===== config.mk =====
export PLATFORM = sky130hd
export DESIGN_NAME = byte_serial_subtractor
export DESIGN_NICKNAME = d
export VERILOG_FILES = /design/src/rtl/byte_serial_subtractor.sv
export SDC_FILE = /design/constraint.sdc
export NUM_CORES = 1
export LEC_CHECK = 0
export BUFFER_PORTS_ARGS = -buffer_cell sky130_fd_sc_hd__buf_2
export CAP_MARGIN = 10
export CELL_PAD_IN_SITES_DETAIL_PLACEMENT = 1
export CELL_PAD_IN_SITES_GLOBAL_PLACEMENT = 2
export CORE_ASPECT_RATIO = 1.25
export CORE_MARGIN = 1
export CORE_UTILIZATION = 31
export DETAILED_ROUTE_END_ITERATION = 10
export PLACE_DENSITY = 0.89
export SKIP_CTS_REPAIR_TIMING = 1
export SLEW_MARGIN = 20
export SYNTH_ARGS = -nofsm -noshare
export SYNTH_HDL_FRONTEND = slang
export SYNTH_SLANG_ARGS = --single-unit

===== constraint.sdc =====
create_clock -name clk -period 4.8 [get_ports clk]
set_input_delay 1.2 -clock clk [delete_from_list [all_inputs] [get_ports clk]]
set_output_delay 1.2 -clock clk [all_outputs]
set_load 0.02 [all_outputs]

===== src/rtl/byte_serial_subtractor.sv =====
//------------------------------------------------------------------------------
// byte_serial_subtractor: W-bit A - B - B_in computed one byte slice per clock.
// Rev 1.0
//------------------------------------------------------------------------------
`default_nettype none

module byte_serial_subtractor #(
    parameter int W = 128
) (
    input  logic         clk,
    input  logic         rst,
    input  logic         start,
    input  logic [W-1:0] A,
    input  logic [W-1:0] B,
    input  logic         B_in,
    output logic         busy,
    output logic         done,
    output logic [W-1:0] D,
    output logic         B_out,
    output logic         V
);

    localparam int N  = W / 8;
    localparam int KW = (N > 1) ? $clog2(N) : 1;

    localparam logic [1:0] S_IDLE = 2'd0;
    localparam logic [1:0] S_RUN  = 2'd1;
    localparam logic [1:0] S_DONE = 2'd2;

    logic [1:0]    state_q, state_d;
    logic [W-1:0]  a_q, a_d;
    logic [W-1:0]  b_q, b_d;
    logic [W-1:0]  acc_q, acc_d;
    logic [KW-1:0] k_q, k_d;
    logic          borrow_q, borrow_d;
    logic [W-1:0]  d_q, d_d;
    logic          bout_q, bout_d;
    logic          v_q, v_d;

    logic [7:0]    w_a_byte;
    logic [7:0]    w_b_byte;
    logic [8:0]    w_slice;
    logic [W-1:0]  w_acc_ins;
    logic          w_last;

    // Slice select and accumulator insert use constant indices only.
    always_comb begin
        w_a_byte  = '0;
        w_b_byte  = '0;
        for (int i = 0; i < N; i++) begin
            if (k_q == KW'(i)) begin
                w_a_byte = a_q[8*i +: 8];
                w_b_byte = b_q[8*i +: 8];
            end
        end
        w_slice   = {1'b0, w_a_byte} - {1'b0, w_b_byte} - {8'd0, borrow_q};
        w_acc_ins = acc_q;
        for (int i = 0; i < N; i++) begin
            if (k_q == KW'(i)) begin
                w_acc_ins[8*i +: 8] = w_slice[7:0];
            end
        end
        w_last = (k_q == KW'(N - 1));
    end

    always_comb begin
        state_d  = state_q;
        a_d      = a_q;
        b_d      = b_q;
        acc_d    = acc_q;
        k_d      = k_q;
        borrow_d = borrow_q;
        d_d      = d_q;
        bout_d   = bout_q;
        v_d      = v_q;
        case (state_q)
            S_RUN: begin
                acc_d    = w_acc_ins;
                borrow_d = w_slice[8];
                if (w_last) begin
                    d_d     = w_acc_ins;
                    bout_d  = w_slice[8];
                    v_d     = (a_q[W-1] != b_q[W-1]) && (w_acc_ins[W-1] != a_q[W-1]);
                    k_d     = '0;
                    state_d = S_DONE;
                end else begin
                    k_d = k_q + KW'(1);
                end
            end
            default: begin
                // IDLE and DONE both accept a new request.
                if (start) begin
                    a_d      = A;
                    b_d      = B;
                    borrow_d = B_in;
                    acc_d    = '0;
                    k_d      = '0;
                    state_d  = S_RUN;
                end else begin
                    state_d = S_IDLE;
                end
            end
        endcase
    end

    always_ff @(posedge clk) begin
        if (rst) begin
            state_q  <= S_IDLE;
            a_q      <= '0;
            b_q      <= '0;
            acc_q    <= '0;
            k_q      <= '0;
            borrow_q <= 1'b0;
            d_q      <= '0;
            bout_q   <= 1'b0;
            v_q      <= 1'b0;
        end else begin
            state_q  <= state_d;
            a_q      <= a_d;
            b_q      <= b_d;
            acc_q    <= acc_d;
            k_q      <= k_d;
            borrow_q <= borrow_d;
            d_q      <= d_d;
            bout_q   <= bout_d;
            v_q      <= v_d;
        end
    end

    assign busy  = (state_q == S_RUN);
    assign done  = (state_q == S_DONE);
    assign D     = d_q;
    assign B_out = bout_q;
    assign V     = v_q;

endmodule

`default_nettype wire

==> results.txt, run 1 <==
- The run finished with clean final reports.
* Fraction of power spent switching nets: 27.9%
- Flop pwr share: 43.3%
- # IOs: 392
* CP Buf/Inv Count: 3
- For the pin with the worst max-slew slack, the measured transition is 0.992 ns.
* Worst slack, placed: 0.104 ns
- Number of flops mapped to enable cells by yosys: 0
- Largest cells by area after synthesis: dfxtp_1 48%, nand2_1 14%, a21oi_1 10%
* Post-detailed-placement half-perimeter wirelength: 61.9 mm
- The total area inside the core boundary comes to 0.0680 mm².
* Pwr Total: 10.4 mW
- Slew headroom: 33.8%
- Fin cells: 4,026
* Top cell type's share of synthesized area: 48.2%
* Final Instance Area: 0.0263 mm²
- The later pin in the worst-skew pair is clocked with a latency of 0.62 ns.
* Average size of a mapped cell: 7.53 µm²
- The portion of synthesized area spent on multiplexers is 0.0470%.
- dfxtp_1 takes more of the synthesized area than any other cell.
- Summing all flip-flop and latch instances after layout gives 0.0103 mm².
- The number of global-route vias before repair is 21.1k.
- The tree built by TritonCTS fans out to 513 sinks.
- Chip width: 236 µm
* Category of the worst setup path capture point: flop
- Once the floorplan was initialized, standard cells occupied 31.3% of the core.
* Weighted congestion at the end of routability-driven global placement: 0.927
- The final number of max-transition violations was 0.
- Clock tree synthesis selected as its root buffer the cell clkbuf_16.
- In the final routed layout, each cell accounts on average for 21.2 µm.
* Number of design-rule violations left by the first detailed-router iteration: 1,333
- Cell types with the highest counts after synthesis: 781 x nand2_1, 513 x dfxtp_1, 425 x a21oi_1
* Clk pwr share: 43.3%
- Net switching power figure: 2.89 mW
* Path class of the lowest-slack min-delay path: flop to flop
- After global routing the overflow that remains totals 0.
- Number of unique standard cell types used by synthesis: 54
- The cell area that synthesis handed to floorplanning was 0.0213 mm².
* Type of origin of the critical path: flop
- The layout has 8,385 filler cells.
- From bottom edge to top edge, the die measures 295 µm.
* Remaining antenna violation count after routing: 0
* Proportion of power drawn by combinational gates: 13.4%
* Maximum buffer depth of the clock tree: 3
* Initial DRT Pass Iterations: 5
- Count of yosys warnings during synthesis: 0
- In the final design database the tool counted 3,386 nets.
- In this run the number of H-tree levels came out at 2.
* Total number of vias: 21.2k
* Clock tree from TritonCTS: done
- Hold_ws: 0.448 ns
* Synth Area in Compound Gates: 21.2%
- Synthesis produced a netlist whose cell count is 2,826.
- Final worst-path setup slack: 0.287 ns
- Cell-by-cell listing of the critical path: inv_1 > ha_4 > buf_6 > nand3b_1 > a21oi_1 > a21oi_1 > o21ai_0 > a221o_1 > o211ai_1 > a31oi_1 > o21ai_1 > fa_2 > inv_1 > ha_1 > nand2b_1 > a21oi_1 > o21bai_1 > or3_1 > a21o_1 > a21o_2 > a211o_1 > a311oi_1
* Startpoint-to-endpoint class of the critical path: flop to flop
- STA puts the critical path data arrival time at 5.01 ns.
- In the final timing run, aggregate negative setup slack is 0 ns.
- Utilization of the core after routing: 38.6%
- Number of synthesized register bits: 513
- Summing the areas of all fa, ha and maj instances in the mapped netlist gives 1.13% of the synthesized area.
- Number of cells after detailed placement: 3,924
- Power spread over the standard cell area amounts to 395 mW/mm².
- Maximum number of pins on one net before global-route repair: 103
* Largest vdd supply drop: 0.228 mV
- Fin crit period: 4.51 ns
- XOR/XNOR Fraction of Synth Area: 0.441%
* Antenna violations before repair: 4
* Final wirelength: 85.4 mm
- On the critical path, the stage with the largest delay is an instance of a221o_1.
* WP data required: 5.30 ns
* Number of buffers added by the clock tree synthesis step: 54
- Timing would allow up to 222 MHz.
- Clock transition at the registers of the reported paths: 0.06 ns
* Post-place instance area: 0.0243 mm²
- The internal portion of the total power is 7.47 mW.
- Growth of design area from synthesis to finish: 23.3%
* Rows: 107
- In this run the worst path has a maximum fanout of 14.
- By area, the combinational part of the netlist is dominated by simple AND/OR/NAND/NOR gates.
- Final period utilization: 94.0%
* Final hold violations: 0
- Number of remaining DRC errors: 0
* Prevailing post-synth register cell: dfxtp_1
- Sequential area share after synthesis: 48.2%
* Number of I/O port buffers: 391
- On the worst path, the slowest cell contributes a delay of 0.37 ns.
- The die covers 0.0697 mm².
- nand2_1 is the most common cell in the netlist.
* RSZ-0062 raised after global routing: false
- Summed over all cells, the static leakage comes to 10.2 nW.
- The first global-routing pass estimated 128 mm of wire.
- In the final layout, the multi-input gates occupy 0.0101 mm².
- Fraction of synthesis flops using an asynchronous set or reset pin: 0%
- Cell mode on critical path: a21oi_1
- Global routing consumed, over all layers together, 23.9% of the routing resources.
* CP top delay family: compound AO/OA/AOI/OAI gates
* Post-Synth Simple-Gate Area: 24.0%
- In the routed layout, each cell is associated on average with a via count of 5.27.
- Clock skew after layout: 0.0333 ns
- Final setup violating endpoints: 0
- Max-capacitance violation count: 0
* Share of final-layout standard cells stronger than drive strength 1: 19.0%
* Syn nets: 3,104
## worst register-to-register path: stages (launching register included)
cell,delay [ns]
dfxtp_2,0.34
inv_1,0.13
ha_4,0.19
buf_6,0.18
nand3b_1,0.13
a21oi_1,0.07
a21oi_1,0.12
o21ai_0,0.09
a221o_1,0.37
o211ai_1,0.16
a31oi_1,0.17
o21ai_1,0.24
fa_2,0.27
inv_1,0.05
ha_1,0.18
nand2b_1,0.16
a21oi_1,0.19
o21bai_1,0.09
or3_1,0.31
a21o_1,0.19
a21o_2,0.25
a211o_1,0.30
a311oi_1,0.25
## registers in the layout (all words and copies together), names as in the netlist
register and flops:
D 128, acc_q 120, k_q 4, B_out 1
b_q 128, a_q 128, state_q 2, V 1
borrow_q 1
## layer usage
| metal | GRT usage (%) | vias to the layer above | share of wire [%] |
|---|---|---|---|
| met1 | 30.2 | 10300 | 43 |
| li1 | - | 10200 | - |
| met2 | 41.2 | 527 | 49 |
| met4 | 9.88 | 0 | 4.1 |
| met5 | 0 | - | 0 |
| met3 | 3.08 | 152 | 4.3 |
## layout by cell type (no fill, tap or decap), types with 31 or more instances in the layout
master	synthesis	routed
a311oi_1	31	31
clkbuf_16	0	57
nand3_1	79	79
buf_4	0	71
nor3_1	57	57
a21oi_1	425	425
o21ai_0	44	41
nor2_1	280	278
dfxtp_1	513	511
nand2_1	781	778
buf_2	10	390
a31oi_1	54	54
## power by group through the flow
| stage | sequential (mW) | combinational (mW) | clock, mW |
|---|---|---|---|
| after floorplan | 4.54 | 0.730 | 0 |
| after global placement | 4.57 | 1.39 | 0 |
| after detailed placement | 4.58 | 1.40 | 0 |
| after CTS | 4.48 | 1.41 | 4.58 |
| after global routing | 4.49 | 1.51 | 4.74 |
| final | 4.48 | 1.39 | 4.49 |
## final cells by class
type / count / share of cell area [%]
flip-flops and latches: 513 / 39.1
multi-input cells: 2039 / 38.3
repair buffers: 480 / 10.9
clock buffers: 76 / 6.24
well taps: 872 / 4.16
clock inverters: 24 / 1.00
inverters: 20 / 0.286
diodes: 2 / 0.0191
## cell families after synthesis
kind of cell               after synthesis
AOI/OAI and AO/OA                      750
xor gates and xnor gates                 9
adders and majority gates               18
buffers and inverters                  274
DFF                                    513
muxes                                    1
and+or+nand+nor                       1261
## final timing paths
path	start	to	slack, ns	depth (start not counted)
setup / recovery	k_q[1]	V	0.29	22
hold / removal	D[63]	D[63]	0.45	2
setup reg to reg	k_q[1]	V	0.29	22
hold reg to reg	D[63]	D[63]	0.45	2
No activity file was read; power rests on OpenSTA's default activity.
==> inputs of run 2 (changes only) <==
--- a/config.mk
+++ b/config.mk
@@ -13,6 +13,7 @@
 export CORE_MARGIN = 1
 export CORE_UTILIZATION = 31
 export DETAILED_ROUTE_END_ITERATION = 10
+export GPL_TIMING_DRIVEN = 0
 export PLACE_DENSITY = 0.89
 export SKIP_CTS_REPAIR_TIMING = 1
 export SLEW_MARGIN = 20
==> run 2 against run 1 <==
Net effect: count of clock-buffer cells in the layout decreased by 4; flip-flop and latch count unchanged; setup slack got worse by 0.17 ns; utilization increased by 0.96 points; register-to-register slack got worse by 0.17 ns; non-clock buffer count increased by 171; clock power increased by 3%.
==> results.txt, run 2 (synthesis gave the netlist of run 1 again) <==
* Vias per cell: 5.44 (was 5.27)
- Effective utilization at floorplan: 31.3% (unchanged)
- Nets: 3,557 (was 3,386)
* Antenna violations before repair: 2 (was 4)
- The kind of capture point of the worst setup path is a flop (unchanged).
* Net switching power figure: 3.11 mW (was 2.89 mW)
- The count of maximum capacitance violations came to 0 (unchanged).
- The TritonCTS sink count came to 513 (unchanged).
- The overall overflow remaining after global route was 0 (unchanged).
- The met1 capacity usage during global routing is 34.0% (was 30.2%).
- The layer with the highest usage is met2 (unchanged).
* Clock tree from TritonCTS: done (unchanged)
- Flop pwr share: 41.6% (was 43.3%)
* Die Footprint: 0.0697 mm² (unchanged)
* Fin crit period: 4.68 ns (was 4.51 ns)
* Met2 routing resource usage after global routing: 50.3% (was 41.2%)
- The overall die height came to 295 µm (unchanged).
- Routed wirelength normalized by instance count: 24.5 µm (was 21.2 µm)
- Commonest cells after routing, fill and taps aside: 773 x nand2_1, 511 x dfxtp_1, 416 x a21oi_1 (was 778 x nand2_1, 511 x dfxtp_1, 425 x a21oi_1).
- Number of design-rule violations left by the first detailed-router iteration: 1,652 (was 1,333)
- Number of buffers added by the clock tree synthesis step: 54 (unchanged)
- The power density normalized to cell area was 401 mW/mm² (was 395 mW/mm²).
- The most common library cell in the layout ignoring fill and taps was nand2_1 (unchanged).
* Share of final-layout standard cells stronger than drive strength 1: 18.3% (was 19.0%)
- The leakage power came to 10.4 nW (was 10.2 nW).
* Clock transition at the registers of the reported paths: 0.06 ns (about the same)
- Level count of the clock H-tree: 2 (unchanged)
- The portion of the clock cycle consumed by the worst path in the final layout came to 97.6% (was 94.0%).
- Final worst-path setup slack: 0.116 ns (was 0.287 ns)
* FILL cells: 8,588 (was 8,385)
- Worst Max-Slew Pin Slew: 1.04 ns (was 0.992 ns)
* WP data required: 5.32 ns (was 5.30 ns)
- Initial DRT Pass Iterations: 5 (unchanged)
- Maximum number of pins on one net before global-route repair: 15 (was 103)
- The number of placed I/O pins was 392 (unchanged).
- The placed cell area was 0.0243 mm² (about the same).
* Chip width: 236 µm (unchanged)
* Worst slack, placed: -1.94 ns (was 0.104 ns)
- Met3 global-route usage: 3.69% (was 3.08%)
- Startpoint-to-endpoint class of the critical path: flop to flop (unchanged)
- The total routing resource utilization after global routing came to 28.5% (was 23.9%).
- Rows: 107 (unchanged)
- The count of endpoints failing setup in the final report was 0 (unchanged).
- Final Instance Area: 0.0269 mm² (was 0.0263 mm²)
* Remaining antenna violation count after routing: 0 (unchanged)
- Count of final max-slew check failures: 0 (unchanged)
- Multi-input gate area: 0.0103 mm² (was 0.0101 mm²)
- Maximum buffer depth of the clock tree: 3 (unchanged)
* Final wirelength: 102 mm (was 85.4 mm)
- Type of origin of the critical path: flop (unchanged)
- The final weighted congestion in routability-driven placement was 0.922 (was 0.927).
- Path class of the lowest-slack min-delay path: flop to flop (unchanged)
- The core outline area was 0.0680 mm² (unchanged).
- The area growth from synthesis to layout was 26.4% (was 23.3%).
- The highest net fanout along the worst path came to 10 (was 14).
* Post-detailed-placement half-perimeter wirelength: 78.4 mm (was 61.9 mm)
- The cell at the root of the clock tree was clkbuf_16 (unchanged).
- Clock skew after layout: 0.0219 ns (was 0.0333 ns)
- The maximum vdd ir drop is 0.227 mV (was 0.228 mV).
- The overall via count from detail_route is 22.8k (was 21.2k).
- The final worst hold slack is 0.447 ns (was 0.448 ns).
* P_int: 7.68 mW (was 7.47 mW)
- Number of I/O port buffers: 390 (was 391)
* Proportion of power drawn by combinational gates: 15.4% (was 13.4%)
- Slew headroom: 30.1% (was 33.8%)
- Worst EP arrival: 5.21 ns (was 5.01 ns)
- Status: complete, no violations (unchanged).
- The number of global-route vias before repair came to 22.9k (was 21.1k).
- The wire length of the first global-routing pass was 147 mm (was 128 mm).
- The sequential cell area was 0.0103 mm² (about the same).
- Clk pwr share: 43.0% (was 43.3%)
- The fraction of power spent switching nets was 28.8% (was 27.9%).
- Final hold violations: 0 (unchanged)
- The sum of internal, switching and leakage power was 10.8 mW (was 10.4 mW).
* Number of remaining DRC errors: 0 (unchanged)
- The achievable clock frequency was 213 MHz (was 222 MHz).
- Clock latency on the worst-skew pair: 0.62 ns (about the same)
-- run 2: cell types whose count changed in the layout (fill, tap and decap cells not counted), sizes merged --
cell and change:
clkbuf +205, buf -38, bufinv +5, clkinv -4, clkinvlp -4, diode -1
-- run 2: through the flow --
| step | std cells | utilization (%) | setup TNS [ns] |
|---|---|---|---|
| detailed placement | 4089 | 35.8 | -272.22 |
| global placement | 4088 | 35.8 | -262.82 |
| global route | 4188 | 39.6 | -0.0999 |
| CTS | 4182 | 38.6 | -275.79 |
| finish | 4189 | 39.6 | 0 |
| floorplan | 2826 | - | 0 |
-- run 2: path summary, 6_finish.rpt --
path	slack (ns)	from	cells past startpoint	endpoint
worst max-delay path	0.12	k_q[0]	19	V
worst min-delay path	0.45	D[33]	2	D[33]
worst max register to register	0.12	k_q[0]	19	V
worst min register to register	0.45	D[33]	2	D[33]
-- run 2: layout make-up --
cell class,count,share of cell area (%)
diodes,1,0.00930
plain buffers,248,4.40
clock buffers,72,5.81
clock inverters,21,1.33
inverters,20,0.288
multi-input cells,2039,38.2
flip-flops and latches,513,38.2
well taps,872,4.05
repair buffers,403,7.70
-- run 2: routing by layer --
layer | part of all wire (%) | vias to the layer above
met3 | 5.8 | 242
met1 | 40 | 11100
met5 | 0.0078 | -
li1 | - | 10600
met4 | 5.4 | 2
met2 | 49 | 861
-- run 2: power groups by stage --
stage | Sequential, mW | Combinational (mW) | Clock [mW]
after floorplan | 4.54 | 0.730 | 0
after CTS | 4.48 | 1.45 | 4.67
after global routing | 4.50 | 1.73 | 4.84
after global placement | 4.57 | 1.41 | 0
final | 4.49 | 1.66 | 4.64
after detailed placement | 4.58 | 1.44 | 0
-- run 2: critical path: stages (launching register included) --
cell and delay (ns):
dfxtp_4 0.39, inv_2 0.07, ha_1 0.21, buf_6 0.14, buf_8 0.14, and3_1 0.23, clkbuf_2 0.25, a22oi_1 0.45
o2111ai_2 0.26, o221ai_1 0.22, ha_1 0.27, inv_1 0.07, ha_2 0.32, a21oi_2 0.15, o21bai_1 0.09, or3_1 0.31
a21o_1 0.21, a21o_4 0.27, a211o_1 0.30, a311oi_1 0.24
==> inputs of run 3 (changes only) <==
--- a/config.mk
+++ b/config.mk
@@ -5,6 +5,7 @@
 export SDC_FILE = /design/constraint.sdc
 export NUM_CORES = 1
 export LEC_CHECK = 0
+export ABC_AREA = 1
 export BUFFER_PORTS_ARGS = -buffer_cell sky130_fd_sc_hd__buf_2
 export CAP_MARGIN = 10
 export CELL_PAD_IN_SITES_DETAIL_PLACEMENT = 1
@@ -14,7 +15,7 @@
 export CORE_UTILIZATION = 31
 export DETAILED_ROUTE_END_ITERATION = 10
 export GPL_TIMING_DRIVEN = 0
-export PLACE_DENSITY = 0.89
+export PLACE_DENSITY = 0.91
 export SKIP_CTS_REPAIR_TIMING = 1
 export SLEW_MARGIN = 20
 export SYNTH_ARGS = -nofsm -noshare
==> constraint.sdc (replaced) <==
create_clock -name clk -period 4.8 [get_ports clk]
set_input_delay 0.24 -clock clk [delete_from_list [all_inputs] [get_ports clk]]
set_output_delay 0.24 -clock clk [all_outputs]
set_load 0.02 [all_outputs]
==> run 3 against run 2 <==
Net effect: the run now ends with negative hold slack, negative setup slack left; final cell count up 15%; wire length is 1.5% higher; synthesized area rose by 1.6%; synthesized cell count rose by 9.1%; count of clock-buffer cells in the layout is 12 higher; non-clock buffer count rose by 266; global-route usage decreased by 3.4 points; register-to-register slack got worse by 0.68 ns; critical endpoint is now D[102].
==> results.txt, run 3 <==
- Weighted congestion at the end of routability-driven global placement: 0.844 (was 0.922)
* Slew headroom: 30.5% (was 30.1%)
- The kind of capture point of the worst setup path was a flop (unchanged).
* Number of design-rule violations left by the first detailed-router iteration: 1,248 (was 1,652)
- Slowest library cell on the worst path: fa_2 (was a22oi_1)
- Slowest stage delay, CP: 0.41 ns (was 0.45 ns)
- Post-detailed-placement half-perimeter wirelength: 69.4 mm (was 78.4 mm)
- Largest vdd supply drop: 0.249 mV (was 0.227 mV)
* Max frequency: 186 MHz (was 213 MHz)
- Vias per cell: 5.10 (was 5.44)
- Violated checks: negative hold slack, negative setup slack
- Count of final max-slew check failures: 0 (unchanged)
* Remaining antenna violation count after routing: 0 (unchanged)
- Hold_ws: -0.00785 ns (was 0.447 ns)
- Nets: 4,098 (was 3,557)
- The number of core rows is 107 (unchanged).
- Total core area: 0.0685 mm² (was 0.0680 mm²)
- Sequential area share after synthesis: 47.6% (was 48.2%)
- The die area came to 0.0709 mm² (was 0.0697 mm²).
- Worst EP arrival: 5.90 ns (was 5.21 ns)
* Post-synthesis cell count: 3,082 (was 2,826)
- The most repeated cell in the gate-level netlist after synthesis is nand2_1 (unchanged).
- Type of origin of the critical path: flop (unchanged)
- Average size of a mapped cell: 7.02 µm² (was 7.53 µm²)
* Commonest cells after routing, fill and taps aside: 713 x nand2_1, 535 x nor2_1, 511 x dfxtp_1 (was 773 x nand2_1, 511 x dfxtp_1, 416 x a21oi_1)
* Initial DRT Pass Iterations: 5 (unchanged)
- The number of buffers inserted during clock tree synthesis is 54 (unchanged).
* FILL cells: 8,660 (was 8,588)
- The data required time at the worst endpoint came to 5.33 ns (was 5.32 ns).
- Number of sinks handled by clock tree synthesis: 514 (was 513)
* Worst Max-Slew Pin Slew: 1.04 ns (about the same)
- The routed wire length came to 104 mm (was 102 mm).
- The highest net fanout along the worst path came to 10 (unchanged).
- Largest cells by area after synthesis: dfxtp_1 48%, nand2_1 13%, nor2_1 9.4% (was dfxtp_1 48%, nand2_1 14%, a21oi_1 10%)
- The flip-flop cell with the highest count after synthesis is dfxtp_1 (unchanged).
- Startpoint-to-endpoint class of the critical path: flop to flop (unchanged)
- The final hold violation count came to 1 (was 0).
- The power density normalized to cell area was 381 mW/mm² (was 401 mW/mm²).
* Maximum buffer depth of the clock tree: 3 (unchanged)
- Status: finished, violations left (was complete, no violations)
* Fraction of synthesis flops using an asynchronous set or reset pin: 0% (unchanged)
- Final period utilization: 112% (was 97.6%)
- The number of global-route vias before repair was 22.4k (was 22.9k).
- The unique cell type count in the Yosys netlist was 38 (was 54).
* Final setup violating endpoints: 234 (was 0)
* Gr ovfl total: 0 (unchanged)
* Fin crit period: 5.37 ns (was 4.68 ns)
* Clock latency on the worst-skew pair: 0.62 ns (about the same)
* RSZ-0062 raised after global routing: true
* Yosys top cell by area: dfxtp_1 (unchanged)
- The overall die height was 297 µm (was 295 µm).
- Clock skew after layout: 0.0245 ns (was 0.0219 ns)
- Effective utilization at floorplan: 31.6% (was 31.3%)
- The leakage power was 12.4 nW (was 10.4 nW).
* Number of synthesized register bits: 514 (was 513)
- Path class of the lowest-slack min-delay path: input port to flop (was flop to flop)
* Antenna violations before repair: 11 (was 2)
- The clock transition at the register clock pins on the worst setup and hold paths after CTS came to 0.06 ns (about the same).
* Level count of the clock H-tree: 2 (unchanged)
* Count of yosys warnings during synthesis: 0 (unchanged)
- The cell at the root of the clock tree was clkbuf_16 (unchanged).
* Number of cells after detailed placement: 4,398 (was 4,089)
- Routed wirelength normalized by instance count: 21.7 µm (was 24.5 µm)
* Max-capacitance violation count: 0 (unchanged)
* Most common cell after layout, fill and taps aside: nand2_1 (unchanged)
- The area growth from synthesis to layout is 42.0% (was 26.4%).
- Mapped Area: 0.0216 mm² (was 0.0213 mm²)
* Gr usage total: 25.1% (was 28.5%)
- Maximum number of pins on one net before global-route repair: 14 (was 15)
* Total number of vias: 24.5k (was 22.8k)
- Cell types with the highest counts after synthesis: 733 x nand2_1, 542 x nor2_1, 514 x dfxtp_1 (was 781 x nand2_1, 513 x dfxtp_1, 425 x a21oi_1)
- Number of remaining DRC errors: 0 (unchanged)
- Pwr Total: 11.7 mW (was 10.8 mW)
- Fin cells: 4,803 (was 4,189)
- The number of port buffers was 390 (unchanged).
- Syn nets: 3,360 (was 3,104)
* Share of final-layout standard cells stronger than drive strength 1: 20.1% (was 18.3%)
- The top cell type's share of synthesized area is 47.6% (was 48.2%).
- Final worst-path setup slack: -0.567 ns (was 0.116 ns)
- Number of flops mapped to enable cells by yosys: 0 (unchanged)
* # IOs: 392 (unchanged)
- The horizontal die dimension is 238 µm (was 236 µm).
* Clock tree from TritonCTS: done (unchanged)
* Global-route wire length before repair: 135 mm (was 147 mm)
==> run 3: final cells by class <==
type                    count  area [µm²]  share of cell area [%]
diodes                     11        27.5                  0.0896
plain buffers             235        1070                    3.47
clock buffers              84        1610                    5.23
clock inverters            18         173                   0.562
inverters                  64         279                   0.908
multi-input cells        2269       11200                    36.5
flip-flops and latches    514       10300                    33.5
well taps                 926        1160                    3.77
repair buffers            682        4900                    16.0
==> run 3: worst max-delay path, delay by kind of cell, from the launching register on <==
family | cells | cell delay (ns)
compound gates | 11 | 1.75
simple gates | 11 | 1.33
fa+ha+maj | 3 | 0.96
buf+inv | 6 | 0.83
flops | 1 | 0.38
==> run 3: routing by layer <==
| metal | up-vias | global-route usage [%] | share of wire [%] |
|---|---|---|---|
| li1 | 11600 | - | - |
| met1 | 11900 | 31.1 | 40 |
| met2 | 714 | 43.9 | 50 |
| met3 | 261 | 3.16 | 4.2 |
| met4 | 0 | 9.55 | 5.0 |
| met5 | - | 0 | 0 |
==> run 3: report_power, final <==
group,total [mW],switching [mW],internal (mW)
clock network,4.30,1.84,2.46
registers,4.57,0.111,4.46
logic,2.84,1.77,1.07
total,11.7,3.72,7.99
==> run 3: path summary, 6_finish.rpt <==
| path | start | endpoint | slack (ns) | cells after the start |
|---|---|---|---|---|
| min | B[121] | b_q[121] | -0.008 | 3 |
| min reg2reg | b_q[39] | b_q[39] | 0.46 | 2 |
| max | k_q[1] | D[102] | -0.57 | 31 |
| max reg2reg | k_q[1] | D[102] | -0.57 | 31 |
==> run 3: kinds of logic after synthesis <==
logic type                 count (synthesis)  share of synthesized area, %
AOI/OAI and AO/OA                        748                          18.1
xor gates and xnor gates                   3                         0.156
adders and majority gates                 18                          1.11
buffers and inverters                    299                          5.29
DFF                                      514                          47.6
and+or+nand+nor                         1500                          27.8
==> run 3: through the flow <==
| stage | setup WS, ns | instance area [µm²] | utilization (%) | TNS (ns) |
|---|---|---|---|---|
| after floorplan | 0.344 | 21600 | - | 0 |
| after global placement | -2.74 | 24700 | 36.1 | -471.59 |
| after detailed placement | -2.77 | 24800 | 36.1 | -464.94 |
| after CTS | -2.85 | 26500 | 38.7 | -478.59 |
| after global routing | -0.712 | 30700 | 44.8 | -92.79 |
| final | -0.567 | 30700 | 44.8 | -67.71 |
